==> src/rtl/pong_score_fsm.sv <==
// Pong game-state controller: detects wall misses against both paddles, keeps score,
// declares the winner and serves each point. Define PONG_SERVE_DELAY_EN for a timed auto-serve.
module pong_score_fsm #(
    parameter int c_GAME_WIDTH    = 40,
    parameter int c_GAME_HEIGHT   = 30,
    parameter int c_PADDLE_HEIGHT = 6,
    parameter int c_SCORE_LIMIT   = 9,
    parameter int c_SERVE_DELAY   = 25000000
) (
    input  logic       i_Clk,
    input  logic       i_Rst_L,
    input  logic       i_Start,
    input  logic [5:0] i_Ball_X,
    input  logic [5:0] i_Ball_Y,
    input  logic [5:0] i_Paddle_Y_P1,
    input  logic [5:0] i_Paddle_Y_P2,
    output logic       o_Game_Active,
    output logic [3:0] o_P1_Score,
    output logic [3:0] o_P2_Score,
    output logic [1:0] o_Winner,
    output logic       o_Point_Pulse
);

    if (c_SCORE_LIMIT < 1 || c_SCORE_LIMIT > 15 || c_GAME_WIDTH < 2 || c_GAME_WIDTH > 64 ||
        c_PADDLE_HEIGHT < 1 || c_PADDLE_HEIGHT > c_GAME_HEIGHT || c_SERVE_DELAY < 1) begin : g_bad_config
        $error("pong_score_fsm: parameter out of range");
    end

    typedef enum logic [2:0] {
        S_IDLE,
        S_RUNNING,
        S_POINT,
        S_P1_WINS,
        S_P2_WINS
    } state_t;

    localparam logic [6:0] PADDLE_H = 7'(c_PADDLE_HEIGHT);
    localparam logic [5:0] P2_COL   = 6'(c_GAME_WIDTH - 1);
    localparam logic [3:0] LIMIT    = 4'(c_SCORE_LIMIT);

    state_t     state, state_next;
    logic [3:0] p1_score, p1_next;
    logic [3:0] p2_score, p2_next;
    logic       pulse, pulse_next;
    logic       p1_hit, p2_hit, p1_miss, p2_miss;

`ifdef PONG_SERVE_DELAY_EN
    localparam int SERVE_W = (c_SERVE_DELAY > 1) ? $clog2(c_SERVE_DELAY) : 1;
    localparam logic [SERVE_W-1:0] SERVE_LAST = SERVE_W'(c_SERVE_DELAY - 1);
    logic [SERVE_W-1:0] serve_cnt, serve_cnt_next;
`endif

    // Widened to 7 bits so a paddle near row 63 cannot wrap and fake a hit at the top.
    assign p1_hit = ({1'b0, i_Ball_Y} >= {1'b0, i_Paddle_Y_P1}) &&
                    ({1'b0, i_Ball_Y} <  ({1'b0, i_Paddle_Y_P1} + PADDLE_H));
    assign p2_hit = ({1'b0, i_Ball_Y} >= {1'b0, i_Paddle_Y_P2}) &&
                    ({1'b0, i_Ball_Y} <  ({1'b0, i_Paddle_Y_P2} + PADDLE_H));
    assign p1_miss = (i_Ball_X == 6'd0)   && !p1_hit;
    assign p2_miss = (i_Ball_X == P2_COL) && !p2_hit;

    // NOTE: sequential state uses non-blocking assignments only; reset is synchronous and
    // wins over every other update, including a miss detected in the same cycle.
    always_ff @(posedge i_Clk) begin
        if (!i_Rst_L) begin
            state    <= S_IDLE;
            p1_score <= '0;
            p2_score <= '0;
            pulse    <= 1'b0;
`ifdef PONG_SERVE_DELAY_EN
            serve_cnt <= '0;
`endif
        end else begin
            state    <= state_next;
            p1_score <= p1_next;
            p2_score <= p2_next;
            pulse    <= pulse_next;
`ifdef PONG_SERVE_DELAY_EN
            serve_cnt <= serve_cnt_next;
`endif
        end
    end

    // NOTE: every combinational output gets a default before the case so no latch is inferred.
    always_comb begin
        state_next = state;
        p1_next    = p1_score;
        p2_next    = p2_score;
        pulse_next = 1'b0;
`ifdef PONG_SERVE_DELAY_EN
        serve_cnt_next = serve_cnt;
`endif
        case (state)
            S_IDLE: begin
                if (i_Start) state_next = S_RUNNING;
            end
            S_RUNNING: begin
                // Leaving RUNNING on the first miss is what stops a dwelling ball double-counting.
                if (p1_miss) begin
                    if (p2_score < LIMIT) begin
                        p2_next    = p2_score + 4'd1;
                        pulse_next = 1'b1;
                    end
                    state_next = S_POINT;
`ifdef PONG_SERVE_DELAY_EN
                    serve_cnt_next = '0;
`endif
                end else if (p2_miss) begin
                    if (p1_score < LIMIT) begin
                        p1_next    = p1_score + 4'd1;
                        pulse_next = 1'b1;
                    end
                    state_next = S_POINT;
`ifdef PONG_SERVE_DELAY_EN
                    serve_cnt_next = '0;
`endif
                end
            end
            S_POINT: begin
                if (p1_score == LIMIT) begin
                    state_next = S_P1_WINS;
                end else if (p2_score == LIMIT) begin
                    state_next = S_P2_WINS;
                end else begin
`ifdef PONG_SERVE_DELAY_EN
                    if (serve_cnt == SERVE_LAST) state_next = S_RUNNING;
                    else                         serve_cnt_next = serve_cnt + 1'b1;
`else
                    if (i_Start) state_next = S_RUNNING;
`endif
                end
            end
            S_P1_WINS, S_P2_WINS: begin
                if (i_Start) begin
                    p1_next    = '0;
                    p2_next    = '0;
                    state_next = S_IDLE;
                end
            end
            default: state_next = S_IDLE;
        endcase
    end

    assign o_Game_Active = (state == S_RUNNING);
    assign o_P1_Score    = p1_score;
    assign o_P2_Score    = p2_score;
    assign o_Point_Pulse = pulse;
    assign o_Winner      = (state == S_P1_WINS) ? 2'b01 :
                           (state == S_P2_WINS) ? 2'b10 : 2'b00;

endmodule

==> config.mk <==
export PLATFORM = sky130hd
export DESIGN_NAME = pong_score_fsm
export DESIGN_NICKNAME = d
export VERILOG_FILES = /design/src/rtl/pong_score_fsm.sv
export SDC_FILE = /design/constraint.sdc
export NUM_CORES = 1
export LEC_CHECK = 0
export CORE_ASPECT_RATIO = 1.1
export CORE_MARGIN = 3
export CORE_UTILIZATION = 53
export CTS_BUF_LIST = sky130_fd_sc_hd__clkbuf_16
export DETAILED_ROUTE_END_ITERATION = 12
export PLACE_DENSITY = 0.89
export SYNTH_ARGS = -nofsm -noshare
export SYNTH_HDL_FRONTEND = slang
export SYNTH_SLANG_ARGS = --single-unit
==> constraint.sdc <==
create_clock -name i_Clk -period 4.2 [get_ports i_Clk]
set_input_delay 1.05 -clock i_Clk [delete_from_list [all_inputs] [get_ports i_Clk]]
set_output_delay 1.05 -clock i_Clk [all_outputs]
set_load 0.05 [all_outputs]
After elaboration in Yosys (flattened, before gate mapping):

Index checks and enable logic that the tools add are counted.

* register bits: 12
* latch bits: 0
* memory bits (writable): 0
* memory bits (read-only): 0
* input bits: 27
* output and inout bits: 12
* logic and storage cells: 63
* memories: 0

* add/subtract/negate cells: 4
* $mul: 0
* div/mod/pow operators: 0
* order comparisons: 6
* equality and inequality tests: 14
* shift-type cells: 0
* mux-type cells: 21
* bitwise operators: 0
* reductions and logical operators: 14

Operators with widths (count)
* 4-bit 2-to-1 mux: 6
* 3-bit 2-to-1 mux: 6
* 4-bit case mux with 2 select lines: 2
* 6-bit by 3-bit adder with 7-bit output, second input constant: 2
* 6-bit by 7-bit less-than comparator with 1-bit output: 2
* 6-bit >= comparator: 2
* 3-bit case mux with 4 select lines: 1
* 4-bit by 1-bit adder with 4-bit output, second input constant: 2
* 4-bit == test, second input constant: 2
* 4-bit less-than comparator, second input constant: 2
* 2-bit by 1-bit != test with 1-bit output, second input constant: 4
* 3-bit by 2-bit == test with 1-bit output, second input constant: 2
* 6-bit == test, second input constant: 1
* 6-bit logical NOT: 1
* 5-bit AND reduction: 1
* 1-bit logical AND: 4
* 1-bit 2-to-1 mux: 4
* 2-bit 2-to-1 mux: 2
* 2-bit != test, second input constant: 2
* 2-bit AND reduction: 2
* 4-bit AND reduction: 1
* 3-bit by 1-bit == test with 1-bit output, second input constant: 1
* 3-bit == test, second input constant: 1
* 3-bit logical NOT: 1
* 4 further kinds: 5

Logic depth before layout (Yosys ltp):

* depth after elaboration: 8
* gate-level depth with buffers: 12
* mapped depth without buffers: 11

Worst setup path after synthesis:

No wires, ideal clock.

* path kind: input port to flip-flop
* start: in i_Paddle_Y_P1[1]
* end: reg p1_score[3] (netlist: o_P1_Score[3])
* setup time: 0.091 ns
* arrival time: 3.001 ns
* required time: 4.109 ns
* path slack: 1.108 ns
* cell stages on the path: 11
* path buffers: 0
* cell sequence: inv_1 > ha_1 > nor2_1 > xnor2_1 > ha_1 > and4_1 > a21oi_1 > a211oi_4 > nor4_4 > a22oi_1 > a311oi_1

* cells in the longest elaborated chain, start to end: 7
* elaborated cells on any way between the ends: 8
* classes of those cells: add/sub: 1; order compare: 2; eq/ne: 1; reduce/logical: 4

RTL lines
* start: declaration: line 15 `input logic [5:0] i_Paddle_Y_P1,`
* 6-bit by 3-bit adder with 7-bit output: line 55 `({1'b0, i_Ball_Y} < ({1'b0, i_Paddle_Y_P1} + PADDLE_H));`
* 6-bit by 7-bit less-than comparator with 1-bit output: line 55
* 1-bit logical AND (*): line 54 `assign p1_hit = ({1'b0, i_Ball_Y} >= {1'b0, i_Paddle_Y_P1}) &&`
* 1-bit logical NOT (*): line 58 `assign p1_miss = (i_Ball_X == 6'd0) && !p1_hit;`
* 1-bit logical AND (*): line 58
* 2-bit != test (no source line) (*)
* 5-bit AND reduction (no source line) (*)
* end signal: assignment: line 74 `p1_score <= p1_next;`
* end: declaration: line 42 `logic [3:0] p1_score, p1_next;`

Every way passes the cells marked *; elsewhere a longest branch is shown, timed or not.
A chain may end at the register's enable or synchronous reset.

Final worst setup path:

Same ends and word-level chain as after synthesis.

==> flow_summary.ini <==
[synthesis]
synth-seq-area-share_pct = 16.5
ys_seq_elements = 12
synth.most_common_cell = ha_1
synthesis.nets = 229
yosys.area.top_type = ha_1
yosys-top-cells-count = ha_1 (30), inv_1 (20), a21oi_1 (12), dfxtp_1 (12), o21ai_0 (11)
synth_top_area_share_pct = 25.8
synth.avg_cell_area_um2 = 8.47
synth_edf_count = 0
postSynthCellCount = 172
synth.distinct_cells = 48
async_reset_ff_share_pct = 0
synth-warning-count = 0
ys.flop_type = dfxtp_1
synth_area_leaders = ha_1 (26%), dfxtp_1 (16%), inv_1 (5.2%)
syn_area_um2 = 1460

[floorplan]
pin_count = 39
die-area_um2 = 3420
die_h_um = 61
die_w_um = 56
core_area_um2 = 2570
start_util_pct = 56.8
rows = 19

[outcome]
status = finished clean

[cts]
tritoncts = built
cts-root-buf = clkbuf_16
clockBufferDepth = 2
clkLatencyLatePin_ns = 0.24
postCtsSetupBuffers = 0
cts.sinks = 12
tritoncts.num_buffers = 3
path_clk_slew_ns = 0.05
h-tree-depth = 1
cts_hold_buf = 0
postCtsResizedCells = 0

[timing]
period_needed_ns = 3.68
fmax_mhz = 272
fin_skew_ns = 0.00137
finalSetupTns_ns = 0
finalCritPeriodShare_pct = 87.6
max_slew.worst_pin.slew_ns = 0.590
max_slew_margin_pct = 60.4
hold_viol = 0
setup_slack_ns = 0.521
rsz0062_at_grt = no
slew_violations = 0
setup_viol = 0

[detailed_routing]
drtPass1Iterations = 4
drt_iter0_markers = 53
avgRoutedWirePerCell_um = 16.2
avgViaCountPerCell = 6.07
drc = 0
wl_mm = 3.92
ant_nets = 0
num_vias = 1470

[global_route]
grtUsageMet2_pct = 45.9
met3_usage_pct = 4.89
grt_pass1_wl_mm = 6.60
grtUsageMet1_pct = 26.3
grtUsageTotal_pct = 24.0
grt_pass1_vias = 1543
overflow = 0
grt.busiest_layer = met2
grt_max_degree = 12
antenna_found_initial = 0

[worst_setup_path]
cpMostUsedCell = ha_1
required_ns = 4.35
crit_type = input pin to flip-flop
end_kind = flip-flop
cp-start-kind = input pin
crit_chain = clkdlybuf4s50_1 -> inv_1 -> ha_1 -> nor2_1 -> xnor2_1 -> ha_1 -> and4_1 -> a21oi_1 -> a211oi_4 -> nor4_4 -> a22oi_1 -> a311oi_1
worstPathArrival_ns = 3.83
max_stage_delay_ns = 0.50
cp_num_buf_inv = 2
r2r_slack_ns = 2.39
cpMaxStageDelayCell = clkdlybuf4s50_1
crit_path_max_fanout = 9
crit_family = compound AO/OA/AOI/OAI gates

[pwr]
vdd_drop_max_mv = 0.339
powerDensity_nw_per_um2 = 220
p_leak_uw = 0.000837

[finish]
layout.nets = 269
diodes = 0
drive_gt1_share_pct = 6.64
finalInstanceArea_um2 = 1940
area_delta_synth_final_pct = 33.2

[place]
dp_slack_ns = 0.309
post-dp-hpwl_mm = 3.19
place_congestion = 0.940
post_dp_cell_area_um2 = 1860
portBuffers = 38

[flow_run]
cap_violations = 0

[worst_hold_path]
hp-class = flip-flop to flip-flop
==> cell type report <==
class / count / area, µm²
clock buffer: 3 / 75.1
clock inverter: 1 / 3.75
fill: 191 / 626
inverter: 20 / 75.1
multi-input combinational: 137 / 1130
sequential: 12 / 240
tap: 31 / 38.8
timing repair buffer: 38 / 380
==> registers in the layout, summed over array words and instances, names as in the netlist <==
name and cells:
o_P1_Score 4, o_P2_Score 4, state 3, o_Point_Pulse 1
==> cells in the final DEF (no fill, tap or decap), types with 2 or more instances in the layout <==
cell type         n
dfxtp_1          12
nor4_4            2
o2111ai_1         3
nand2b_1          4
a21o_1            4
clkdlybuf4s50_1  38
xnor2_1           4
a21oi_1          12
o211ai_1          2
a31oi_1           2
a41o_1            2
xor2_1            2
nor3_1            5
and3_1            3
o31a_1            2
nor2_1            4
o21ai_0          11
o21ai_1           3
nand2_1           7
inv_1            20
ha_1             30
nand3_1           7
nor2b_1           4
clkbuf_16         3
==> worst reg2reg max path, stage by stage, from the launching register on <==
cell      delay [ns]
dfxtp_1         0.46
or2b_1          0.33
nor4_4          0.49
a22oi_1         0.16
a311oi_1        0.29
==> through the flow <==
| stage | power, µW | hold WS [ns] | std cells | utilization [%] |
|---|---|---|---|---|
| 2_1_floorplan | 195 | 0.486 | 172 | - |
| 3_3_place_gp | 240 | 0.512 | 238 | 72.6 |
| 3_5_place_dp | 248 | 0.518 | 238 | 72.6 |
| 4_1_cts | 428 | 0.524 | 242 | 75.6 |
| 5_1_grt | 450 | 0.555 | 242 | 75.6 |
| 6_report | 428 | 0.519 | 242 | 75.6 |
==> power by group <==
| group | switching, µW | internal (µW) | leakage [µW] |
|---|---|---|---|
| Clock | 53.8 | 126 | 0.0000385 |
| Sequential | 3.63 | 116 | 0.0000970 |
| Combinational | 66.4 | 62.0 | 0.000701 |
| Total | 124 | 304 | 0.000837 |
==> metal layers <==
layer / share of wire [%] / routed length [µm]
met4: 2.2 / 85
met5: 0 / 0
met2: 52 / 2040
met3: 5.9 / 233
met1: 40 / 1570
==> final timing paths <==
path | startpoint | endpoint | depth (start not counted)
worst max-delay path | i_Paddle_Y_P1[1] | o_P1_Score[3]$_SDFFE_PN0P_ | 12
worst min register to register | o_P2_Score[1]$_SDFFE_PN0P_ | o_P2_Score[1]$_SDFFE_PN0P_ | 2
worst max register to register | state[0]$_SDFFE_PN0P_ | o_P1_Score[3]$_SDFFE_PN0P_ | 4
worst min-delay path | o_P2_Score[1]$_SDFFE_PN0P_ | o_P2_Score[1]$_SDFFE_PN0P_ | 2
==> kinds of logic (layout without fill, tap and decap cells) <==
kind of cell,count (synthesis),after routing,share of synthesized area [%]
adder cells (fa/ha/maj),30,30,25.8
XOR/XNOR,6,6,3.61
AND/OR/NAND/NOR,47,47,20.5
flip-flops,12,12,16.5
buffers and inverters,23,62,6.09
AO/OA/AOI/OAI,54,54,27.6
No activity file was read; power rests on OpenSTA's default activity.
